===== src/rtl/mult_booth_r4_hs_pkg.sv =====
// Shared types for the radix-4 Booth multiplier: FSM states, the decoded Booth
// operation and the digit decoder.
package mult_pkg;

    typedef enum logic [1:0] {
        IDLE = 2'd0,
        CALC = 2'd1,
        DONE = 2'd2
    } mult_state_e;

    typedef struct packed {
        logic zero;
        logic neg;
        logic two;
    } booth_op_t;

    // Triplet is {Q[1], Q[0], Q[-1]}.
    function automatic booth_op_t booth_decode(input logic [2:0] trip);
        booth_op_t op;
        op = '{zero: 1'b0, neg: 1'b0, two: 1'b0};
        unique case (trip)
            3'b000, 3'b111: op.zero = 1'b1;
            3'b001, 3'b010: op.neg = 1'b0;
            3'b011:         op.two = 1'b1;
            3'b100: begin
                op.neg = 1'b1;
                op.two = 1'b1;
            end
            3'b101, 3'b110: op.neg = 1'b1;
            default:        op.zero = 1'b1;
        endcase
        return op;
    endfunction

endpackage


===== src/rtl/mult_booth_r4_hs_ppgen.sv =====
// Radix-4 Booth partial-product generator: selects 0, +-M or +-2M.
// Negation is returned as an inverted magnitude plus a carry-in for the adder.
module booth_r4_ppgen
    import mult_pkg::*;
#(
    parameter int unsigned WIDTH = 32
) (
    input  logic [WIDTH+1:0] m,
    input  booth_op_t        op,
    output logic [WIDTH+1:0] pp,
    output logic             cin
);

    logic [WIDTH+1:0] mag;

    always_comb begin
        mag = op.two ? {m[WIDTH:0], 1'b0} : m;
        if (op.zero) begin
            mag = '0;
        end
        pp  = op.neg ? ~mag : mag;
        cin = op.neg;
    end

endmodule


===== src/rtl/mult_booth_r4_hs.sv =====
// Radix-4 Booth multiplier with valid/ready handshakes, one Booth digit per cycle.
// Operands carry two extension bits so one datapath serves signed and unsigned.
module mult_booth_r4_hs
    import mult_pkg::*;
#(
    parameter int unsigned WIDTH = 32
) (
    input  logic               clk,
    input  logic               rst_b,
    input  logic               flush,
    input  logic               in_valid,
    output logic               in_ready,
    input  logic               in_signed,
    input  logic [WIDTH-1:0]   in_a,
    input  logic [WIDTH-1:0]   in_b,
    output logic               out_valid,
    input  logic               out_ready,
    output logic [2*WIDTH-1:0] out_prod,
    output logic               busy
);

    localparam int unsigned NDIG = WIDTH / 2 + 1;
    localparam int unsigned CW   = $clog2(NDIG);
    localparam int unsigned EW   = WIDTH + 2;
    localparam logic [CW-1:0] LAST_DIG = CW'(NDIG - 1);

    if ((WIDTH % 2) != 0 || WIDTH < 4) begin : g_width_check
        $error("mult_booth_r4_hs: WIDTH must be even and >= 4");
    end

    mult_state_e        state_q, state_d;
    logic [EW-1:0]      a_q, a_d;
    logic [EW-1:0]      q_q, q_d;
    logic               qm1_q, qm1_d;
    logic [WIDTH-1:0]   m_q, m_d;
    logic               sgn_q, sgn_d;
    logic [CW-1:0]      cnt_q, cnt_d;
    logic [2*WIDTH-1:0] prod_q, prod_d;

    logic [EW-1:0]       m_ext;
    booth_op_t           op;
    logic [EW-1:0]       pp;
    logic                cin;
    logic [EW-1:0]       a_sum;
    logic signed [2*EW-1:0] shifted;

    // Extension is applied at use; the latched mode selects sign or zero fill.
    assign m_ext = {{2{sgn_q & m_q[WIDTH-1]}}, m_q};
    assign op    = booth_decode({q_q[1], q_q[0], qm1_q});

    booth_r4_ppgen #(
        .WIDTH (WIDTH)
    ) u_ppgen (
        .m   (m_ext),
        .op  (op),
        .pp  (pp),
        .cin (cin)
    );

    // Carry-out of the EW-bit sum is intentionally dropped.
    assign a_sum   = a_q + pp + {{(EW-1){1'b0}}, cin};
    assign shifted = $signed({a_sum, q_q}) >>> 2;

    always_comb begin
        state_d = state_q;
        a_d     = a_q;
        q_d     = q_q;
        qm1_d   = qm1_q;
        m_d     = m_q;
        sgn_d   = sgn_q;
        cnt_d   = cnt_q;
        prod_d  = prod_q;

        unique case (state_q)
            IDLE: begin
                if (in_valid && !flush) begin
                    a_d     = '0;
                    q_d     = {{2{in_signed & in_b[WIDTH-1]}}, in_b};
                    qm1_d   = 1'b0;
                    m_d     = in_a;
                    sgn_d   = in_signed;
                    cnt_d   = '0;
                    state_d = CALC;
                end
            end
            CALC: begin
                a_d   = shifted[2*EW-1:EW];
                q_d   = shifted[EW-1:0];
                qm1_d = q_q[1];
                cnt_d = cnt_q + 1'b1;
                if (cnt_q == LAST_DIG) begin
                    prod_d  = shifted[2*WIDTH-1:0];
                    state_d = DONE;
                end
            end
            DONE: begin
                if (out_ready) begin
                    state_d = IDLE;
                end
            end
            default: state_d = IDLE;
        endcase

        if (flush) begin
            state_d = IDLE;
        end
    end

    always_ff @(posedge clk or negedge rst_b) begin
        if (!rst_b) begin
            state_q <= IDLE;
            a_q     <= '0;
            q_q     <= '0;
            qm1_q   <= 1'b0;
            m_q     <= '0;
            sgn_q   <= 1'b0;
            cnt_q   <= '0;
            prod_q  <= '0;
        end else begin
            state_q <= state_d;
            a_q     <= a_d;
            q_q     <= q_d;
            qm1_q   <= qm1_d;
            m_q     <= m_d;
            sgn_q   <= sgn_d;
            cnt_q   <= cnt_d;
            prod_q  <= prod_d;
        end
    end

    assign in_ready  = (state_q == IDLE);
    assign busy      = (state_q == CALC);
    assign out_valid = (state_q == DONE);
    assign out_prod  = prod_q;

endmodule


===== config.mk =====
export PLATFORM = sky130hd
export DESIGN_NAME = mult_booth_r4_hs
export DESIGN_NICKNAME = d
export VERILOG_FILES = /design/src/rtl/mult_booth_r4_hs_pkg.sv /design/src/rtl/mult_booth_r4_hs_ppgen.sv /design/src/rtl/mult_booth_r4_hs.sv
export SDC_FILE = /design/constraint.sdc
export NUM_CORES = 1
export LEC_CHECK = 0
export BUFFER_PORTS_ARGS = -buffer_cell sky130_fd_sc_hd__buf_2
export CORE_MARGIN = 5
export CORE_UTILIZATION = 49
export CTS_CLUSTER_SIZE = 28
export DETAILED_ROUTE_END_ITERATION = 7
export PLACE_DENSITY_LB_ADDON = 0.12
export SYNTH_ARGS = -nofsm -noshare
export SYNTH_HDL_FRONTEND = slang
export SYNTH_SLANG_ARGS = --single-unit

===== constraint.sdc =====
create_clock -name clk -period 4.56 [get_ports clk]
set_clock_uncertainty 0.05 [all_clocks]
set_input_delay 0.912 -clock clk [delete_from_list [all_inputs] [get_ports clk]]
set_output_delay 0.912 -clock clk [all_outputs]
set_load 0.01 [all_outputs]

* After elaboration in Yosys (flattened, before gate mapping) *
Index checks and enable logic that the tools add are counted.
W data, S select, Z words.

word-level totals
  bits in registers = 173
  output and inout port bits = 67

cells by class
  add/sub/neg operators = 3
  eq/ne operators = 12
  multiplexer cells = 19
  bitwise gates (word level) = 3
  reductions and logical operators = 12

operator list
  operator               count
  $mux W34               4
  $pmux W34 S2           2
  $add A34 B1 Y34        1
  $add A34 B34 Y34       1
  $not A34 Y34           1
  $mux W33               1
  $eq A3 B3 Y1 const B   4
  $pmux W5 S2            1
  $ne A3 B2 Y1 const B   3
  $mux W2                4
  $pmux W2 S3            1
  $reduce_and A2 Y1      3
  $add A5 B1 Y5 const B  1
  $eq A5 B5 Y1 const B   1
  $mux W5                1
  $mux W1                4
  $reduce_or A2 Y1       2
  $eq A3 B2 Y1 const B   1
  $logic_not A3 Y1       1
  $reduce_and A3 Y1      1
  $reduce_or A3 Y1       1
  $and A1 B1 Y1          2
  $eq A2 B1 Y1 const B   1
  $eq A2 B2 Y1 const B   1
  6 further kinds        6

* Longest topological paths before layout *
Gate-level depths: netlist (run 1).

  word-level depth = 10
  gate-level depth with buffers = 17
  mapped depth without buffers = 15

* Modules after synthesis *
A second synthesis (run 1) with hierarchy kept.

second synthesis, totals
  cells, all modules = 1110
  area, all modules = 9399.0 sq um

modules (own cells, without submodules)
  module            times used  cells an instance  area each (sq um)
  mult_booth_r4_hs  1           995                8514.4
  booth_r4_ppgen    1           115                884.6

* Least setup slack after synthesis (run 1) *
OpenSTA, ideal clock, no wires.

  path type = flip-flop to flip-flop
  from = register q_q[1]
  to = register a_q[32]
  setup time = 0.065 ns
  arrival = 3.465 ns
  required time = 4.445 ns
  slack = 0.980 ns
  stages on the path, launching flop included = 16
  path buffers = 2
  clock period less this slack = 3.580 ns
  cells stage by stage = dfrtp_1 > buf_2 > buf_1 > xor2_1 > a22oi_1 > o21ai_0 > ha_1 > a21o_1 > a31o_1 > or4_4 > a31o_1 > a21oi_4 > o211ai_2 > and3_4 > o31a_1 > nand2_1

between the ends
  word-level cells in the longest chain between the ends = 10
  elaborated cells on any way between the ends = 19
  those cells by class = add/sub (2); eq/ne (5); mux (7); bitwise (1); reduce/logical (4)

ends and longest elaborated chain
  element                                       RTL line                      source
  start: declaration                            mult_booth_r4_hs.sv:33        logic [EW-1:0] q_q, q_d;
  start signal: assignment                      mult_booth_r4_hs.sv:122       q_q <= q_d;
  $eq A3 B3 Y1 or $eq A3 B2 Y1 (tied branches)  mult_booth_r4_hs_pkg.sv:21    unique case (trip)
  $reduce_or A2 Y1 (no line)                    n/a
  $mux W1                                       mult_booth_r4_hs_pkg.sv:21
  $mux W33                                      mult_booth_r4_hs_ppgen.sv:17  mag = op.two ? {m[WIDTH:0], 1'b0} : m;
  $mux W34                                      mult_booth_r4_hs_ppgen.sv:18  if (op.zero) begin
  $not A34 Y34                                  mult_booth_r4_hs_ppgen.sv:21  pp = op.neg ? ~mag : mag;
  $mux W34                                      mult_booth_r4_hs_ppgen.sv:21
  $add A34 B34 Y34                              mult_booth_r4_hs.sv:61        assign a_sum = a_q + pp + {{(EW-1){1'b0}}, cin};
  $add A34 B1 Y34 (*)                           mult_booth_r4_hs.sv:61
  $pmux W34 S2 (*)                              mult_booth_r4_hs.sv:74        unique case (state_q)
  end signal: assignment                        mult_booth_r4_hs.sv:112       a_q <= '0;
  end signal: assignment                        mult_booth_r4_hs.sv:121       a_q <= a_d;
  end: declaration                              mult_booth_r4_hs.sv:32        logic [EW-1:0] a_q, a_d;

Every way passes the cells marked *; elsewhere a longest branch is shown, timed or not.
A chain may end at the register's enable or synchronous reset.

* Worst setup path after layout (run 1) *
  from = register qm1_q
  to = register a_q[28]

between the ends
  word-level cells in the longest chain between the ends = 10
  elaborated cells on any way between the ends = 19
  those cells by class = add/sub (2); eq/ne (5); mux (7); bitwise (1); reduce/logical (4)

ends and longest elaborated chain
  element                                       RTL line                      source
  start: declaration                            mult_booth_r4_hs.sv:34        logic qm1_q, qm1_d;
  start signal: assignment                      mult_booth_r4_hs.sv:123       qm1_q <= qm1_d;
  $eq A3 B3 Y1 or $eq A3 B2 Y1 (tied branches)  mult_booth_r4_hs_pkg.sv:21
  $reduce_or A2 Y1 (no line)                    n/a
  $mux W1                                       mult_booth_r4_hs_pkg.sv:21
  $mux W33                                      mult_booth_r4_hs_ppgen.sv:17
  $mux W34                                      mult_booth_r4_hs_ppgen.sv:18
  $not A34 Y34                                  mult_booth_r4_hs_ppgen.sv:21
  $mux W34                                      mult_booth_r4_hs_ppgen.sv:21
  $add A34 B34 Y34                              mult_booth_r4_hs.sv:61
  $add A34 B1 Y34 (*)                           mult_booth_r4_hs.sv:61
  $pmux W34 S2 (*)                              mult_booth_r4_hs.sv:74

Marked as above.

==> results_dict.tcl, run 1 <==
set metrics [dict create \
    syn_to_final_growth_pct 16.3 \
    cp_common_cell "o21ai_0" \
    overflow 0 \
    layout-drive-gt1-share_pct 21.0 \
    p_total_mw 7.98 \
    worstPathArrival_ns 4.22 \
    cp_slowest_cell "dfrtp_1" \
    fin_area_um2 10800 \
    wl_mm 23.3 \
    setup_slack_ns 0.586 \
    fillers 1681 \
    cts_buffer_depth 2 \
    port_buffers 136 \
    die_area_um2 21800 \
    timing.final.crit_share_pct 87.2 \
    vias 7649 \
    start_util_pct 49.7 \
    rsz0062_at_grt "false" \
    synth_edf_count 0 \
    relSlewSlack_pct 40.4 \
    dr.pass1.iters 5 \
    peakVddDrop_v 0.000312 \
    dp_slack_ns 0.692 \
    grt_pass1_vias 7621 \
    fin_nets 1241 \
    layout_commonest_cell "nand2_1" \
    yosysWarnings 0 \
    boundaryPins 137 \
    final_util_pct 57.8 \
    drc 0 \
    fin_cells 1384 \
    finalSetupTns_ns 0 \
    p_per_area_nw_per_um2 740 \
    grt_max_degree 97 \
    layout_min_cycle_time_ns 3.97 \
    yosys.cell_types.count 69 \
    multi_input_area_um2 4710 \
    routabilityCongestion 0.899 \
    crit_type "flop to flop" \
    synthCells 1028 \
    post_dp_cell_area_um2 10100 \
    synth_top_area_cell "dfrtp_1" \
    cpLargestDelayFamily "compound AO/OA/AOI/OAI gates" \
    cap_violations 0 \
    cpPeakStageDelay_ns 0.50 \
    power.switching_mw 3.48 \
    critical_path.max_fanout 11 \
    cp.required_ns 4.80 \
    dp_cells 1351 \
    fp.dieH_um 147 \
    clock_power_share_pct 19.0 \
    grt_antenna_before_repair 2 \
    final_cell_mix "nand2_1, dfrtp_1, buf_2" \
    antenna_left 0 \
    outcome "finished clean" \
    synth_top_area_share_pct 46.2 \
    syn_nets 1133 \
    tritoncts "yes" \
    cts_resized 0 \
    ff_latch_area_um2 4280 \
    cts_setup_buffers 0 \
    start_kind "flop" \
    fp.dieW_um 147 \
    crit_chain "nand2_1, nor2_2, buf_4, a22oi_1, o21ai_0, ha_1, o21ai_0, or2b_2, o41ai_1, o211ai_1, a41oi_1, nand2_1, a311oi_1, xor2_1, o21ai_0" \
    pwr-share-seq_pct 31.2 \
    slew_viol_final 0 \
    power.internal_mw 4.50 \
    grt_pass1_wl_mm 38.9 \
    hold_viol_final 0 \
    setup_viol 0 \
    p_leak_nw 5.39 \
    cts_num_sinks 171 \
    clk_latency_ns 0.44 \
    drt_iter0_drc 507 \
    ys.flop_type "dfrtp_1" \
    num_rows 50 \
    vias_per_cell 5.53 \
    async_flop_share_pct 100 \
    path_buf_inv 1 \
    end_kind "flop" \
    htree_levels 4 \
    clk_pin_slew_ns 0.08 \
    synth_seq_cells 171 \
    core_um2 18600 \
    syn_avg_cell_area_um2 9.01 \
    swShare_pct 43.6 \
    cts_root_buffer "clkbuf_16" \
    clock.fmax_ghz 0.252 \
    holdWs_ns 0.421 \
    syn_area_um2 9260 \
    min_path_type "flop to flop" \
    tightest_slew_ns 0.895 \
    grt_usage_pct 21.9 \
    comb_power_share_pct 49.8 \
    numCtsBuffers 17 \
    ctsHoldBuffers 0 \
    hpwl_mm 16.1 \
    synthTopCellsByArea "dfrtp_1, nand2_1, o21ai_0" \
    yosysSeqAreaShare_pct 46.2 \
    avgRoutedWirePerCell_um 16.8 \
]
-- final cells by class --
type | count | share of cell area, %
Clock buffer | 18 | 4.08
Inverter | 14 | 0.488
Antenna cell | 1 | 0.0232
Clock inverter | 14 | 1.77
Timing Repair Buffer | 152 | 7.49
Tap cell | 234 | 2.72
Sequential cell | 171 | 39.7
Multi-Input combinational cell | 780 | 43.7
-- power groups by stage --
stage          clock (mW)  combinational [mW]  sequential, mW
4_1_cts              1.55                3.98            2.49
3_5_place_dp            0                3.97            2.51
5_1_grt              1.62                4.48            2.56
3_3_place_gp            0                3.91            2.51
6_report             1.52                3.97            2.49
2_1_floorplan           0                2.77            2.52
-- layer usage --
metal  share of wire [%]  track usage [%]
met4                0.84             5.13
met1                  46             29.9
met2                  48             35.7
met5                0.11                0
met3                 5.1             5.18
-- final timing paths --
path                                                from                       end  slack [ns]  cells past startpoint
worst max-delay path                   qm1_q$_DFFE_PN0P_       a_q[28]$_DFFE_PN0P_        0.59                     15
worst min-delay path            out_prod[48]$_DFFE_PN0P_  out_prod[48]$_DFFE_PN0P_        0.42                      2
worst max register to register         qm1_q$_DFFE_PN0P_       a_q[28]$_DFFE_PN0P_        0.59                     15
worst min register to register  out_prod[48]$_DFFE_PN0P_  out_prod[48]$_DFFE_PN0P_        0.42                      2
max in group asynchronous                          rst_b    state_q[0]$_DFFE_PN0P_        3.02                      2
min in group asynchronous                          rst_b  out_prod[39]$_DFFE_PN0P_        0.51                      1
-- flip-flops by register name, indices dropped and copies added (netlist names) --
register / flops
a_q: 32
cnt_q: 5
m_q: 32
out_prod: 64
q_q: 34
qm1_q: 1
sgn_q: 1
state_q: 2
-- kinds of logic (layout without fill, tap and decap cells) --
group | Yosys count | count (layout) | share of synthesized area, %
adders and majority gates | 35 | 35 | 4.81
muxes | 32 | 32 | 3.89
DFF | 171 | 171 | 46.2
xor gates and xnor gates | 64 | 64 | 6.05
AOI/OAI and AO/OA | 272 | 272 | 18.1
other | 0 | 1 | 0
and+or+nand+nor | 377 | 377 | 17.7
buffers and inverters | 77 | 198 | 3.32
-- cell usage after synthesis, types with 13 or more instances --
| library cell | number |
|---|---|
| a31oi_1 | 35 |
| a21oi_1 | 36 |
| a21o_1 | 16 |
| dfrtp_1 | 171 |
| a22oi_1 | 31 |
| xor2_1 | 52 |
| nand3_1 | 43 |
| nor2_1 | 59 |
| inv_1 | 13 |
| mux2_2 | 32 |
| clkbuf_1 | 47 |
| o21ai_0 | 114 |
| nand2_1 | 225 |
| ha_1 | 34 |
-- worst min-delay path, cell delays in order, from the launching register on --
cell and delay [ns]:
dfrtp_1 0.34, nand2_1 0.04, o21ai_0 0.05
Note: power is estimated with default switching activity, not from simulation.
==> run 2: changes to the inputs <==
- SYNTH_HIERARCHICAL: not set -> 1
==> run 2 against run 1 <==
  * Sequential share of layout area increased by 0.27 points
  * Power increased by 13%
  * Register-to-register slack got worse by 0.08 ns
  * Setup slack got worse by 0.084 ns
  * Combinational power increased by 31%
  * Die area increased by 1.4%
==> results_dict.tcl, run 2 <==
set metrics [dict create \
    ys.flop_type "dfrtp_1" \
    grt_pass1_vias 7616 \
    start_util_pct 50.1 \
    syn_nets 1216 \
    drc 0 \
    dp_cells 1416 \
    grt_antenna_before_repair 0 \
    yosysSeqAreaShare_pct 45.5 \
    cts_resized 0 \
    syn_area_um2 9400 \
    tightest_slew_ns 1.12 \
    hpwl_mm 15.6 \
    cts_num_sinks 171 \
    critical_path.max_fanout 16 \
    layout-drive-gt1-share_pct 15.6 \
    cap_violations 0 \
    cp.required_ns 4.81 \
    die_area_um2 22100 \
    worstPathArrival_ns 4.31 \
    swShare_pct 46.2 \
    rsz0062_at_grt "false" \
    numCtsBuffers 17 \
    clock_power_share_pct 14.9 \
    cts_root_buffer "clkbuf_16" \
    min_path_type "flop to flop" \
    fin_area_um2 10700 \
    core_um2 18800 \
    yosysWarnings 6 \
    largest_reg_flops 64 \
    peakVddDrop_v 0.000350 \
    p_leak_nw 5.49 \
    ctsHoldBuffers 0 \
    htree_levels 4 \
    vias_per_cell 5.37 \
    antennaDiodeCount 0 \
    hold_viol_final 0 \
    comb_power_share_pct 57.9 \
    fillers 1762 \
    timing.final.crit_share_pct 89.0 \
    start_kind "flop" \
    clock.fmax_ghz 0.246 \
    clk_pin_slew_ns 0.07 \
    post_dp_cell_area_um2 10100 \
    routabilityCongestion 0.912 \
    syn_to_final_growth_pct 13.9 \
    crit_type "flop to flop" \
    num_rows 50 \
    slew_viol_final 0 \
    synth_top_area_share_pct 45.5 \
    p_per_area_nw_per_um2 841 \
    layout_commonest_cell "nand2_1" \
    synthTopCellsByCount "nand2_1, dfrtp_1, o21ai_0, nor2_1, clkbuf_1" \
    wl_mm 22.7 \
    end_kind "flop" \
    grt_pass1_wl_mm 38.3 \
    fp.dieW_um 148 \
    avgRoutedWirePerCell_um 15.7 \
    synthTopCellsByArea "dfrtp_1, nand2_1, xor2_1" \
    yosysMostFrequentCell "nand2_1" \
    setup_viol 0 \
    relSlewSlack_pct 25.1 \
    port_buffers 136 \
    outcome "finished clean" \
    synth_edf_count 0 \
    power.internal_mw 4.84 \
    drt_iter0_drc 421 \
    finalSetupTns_ns 0 \
    yosys.cell_types.count 53 \
    cts_buffer_depth 2 \
    tritoncts "yes" \
    power.switching_mw 4.16 \
    multi_input_area_um2 4750 \
    boundaryPins 137 \
    fp.dieH_um 148 \
    fin_nets 1310 \
    final_cell_mix "nand2_1, dfrtp_1, buf_2" \
    pwr-share-seq_pct 27.1 \
    vias 7775 \
    synth_top_area_cell "dfrtp_1" \
    clk_latency_ns 0.43 \
    grt_usage_pct 21.3 \
    synthCells 1110 \
    grt_max_degree 114 \
    overflow 0 \
    layout_min_cycle_time_ns 4.06 \
    syn_avg_cell_area_um2 8.47 \
    holdWs_ns 0.418 \
    dr.pass1.iters 5 \
    synth_seq_cells 171 \
    fin_cells 1449 \
    ff_latch_area_um2 4280 \
    async_flop_share_pct 100 \
    antenna_left 0 \
]
## run 2: cell count changes after synthesis, sizes merged, moves of 6 or more
cell and change:
nor2 +25, mux2i +33, xnor2 +6, mux2 -32
o21ai -32, buf +6, nand2 +103, a22oi -30
## run 2: what timing repair did
item / in CTS / in global routing
endpoints found under the hold margin: 0 / 0
endpoints found under the setup margin: 0 / 2
setup buffers: 0 / 3
## run 2: stage by stage
step / util [%] / power (mW) / setup slack (ns)
after floorplan: - / 6.30 / 0.808
final: 57.0 / 9.00 / 0.502
after CTS: 56.9 / 9.03 / 0.431
after global placement: 54.1 / 7.59 / 0.544
after global routing: 57.0 / 9.83 / 0.281
after detailed placement: 54.1 / 7.63 / 0.443
## run 2: routing by layer
| metal | wire (µm) | share of wire (%) | vias up | track usage, % |
|---|---|---|---|---|
| met3 | 1080 | 4.7 | 14 | 4.02 |
| met2 | 10500 | 46 | 168 | 33.2 |
| met5 | 0 | 0 | - | 0 |
| met1 | 10900 | 48 | 3672 | 31.0 |
| met4 | 257 | 1.1 | 0 | 5.08 |
| li1 | - | - | 3921 | - |
## run 2: worst max-delay path, cell delays in order (launching register included)
cell and delay [ns]:
dfrtp_1 0.42, nand2_1 0.14, and2_2 0.48, xnor2_1 0.18, fa_1 0.44, inv_1 0.08
fa_1 0.20, nor2b_1 0.06, o21a_1 0.17, nor2_2 0.13, o21ai_2 0.11, a211o_1 0.36
a31o_1 0.32, a21o_1 0.26, nor4b_1 0.16, or3_1 0.37
## run 2: cell type report
class | instances | share of cell area [%]
Timing Repair Buffer | 149 | 7.45
Clock inverter | 11 | 0.842
Clock buffer | 19 | 4.14
Multi-Input combinational cell | 851 | 44.4
Inverter | 14 | 0.491
Tap cell | 234 | 2.74
Sequential cell | 171 | 40.0
## run 2: power by group through the flow
stage | clock network [mW] | registers [mW] | logic (mW)
final | 1.34 | 2.44 | 5.22
after detailed placement | 0 | 2.47 | 5.17
after CTS | 1.38 | 2.45 | 5.20
after floorplan | 0 | 2.48 | 3.82
after global routing | 1.45 | 2.52 | 5.86
after global placement | 0 | 2.46 | 5.13
## run 2: cells by family after synthesis
kind of cell             after synthesis  share of synthesized area, %
buffers and inverters                 88                          4.37
AND/OR/NAND/NOR                      501                          21.9
flip-flops                           171                          45.5
XOR/XNOR                              67                          6.24
multiplexers                          33                          3.51
adder cells (fa/ha/maj)               36                          4.95
AO/OA/AOI/OAI                        214                          13.5
## run 2: final timing paths
check | from | end | slack (ns) | cells after the start
min in group asynchronous | rst_b | out_prod[53]$_DFFE_PN0P_ | 0.43 | 1
max reg2reg | qm1_q$_DFFE_PN0P_ | a_q[28]$_DFFE_PN0P_ | 0.50 | 15
min reg2reg | out_prod[3]$_DFFE_PN0P_ | out_prod[3]$_DFFE_PN0P_ | 0.42 | 2
max | qm1_q$_DFFE_PN0P_ | a_q[28]$_DFFE_PN0P_ | 0.50 | 15
max in group asynchronous | rst_b | out_prod[1]$_DFFE_PN0P_ | 3.12 | 2
min | out_prod[3]$_DFFE_PN0P_ | out_prod[3]$_DFFE_PN0P_ | 0.42 | 2
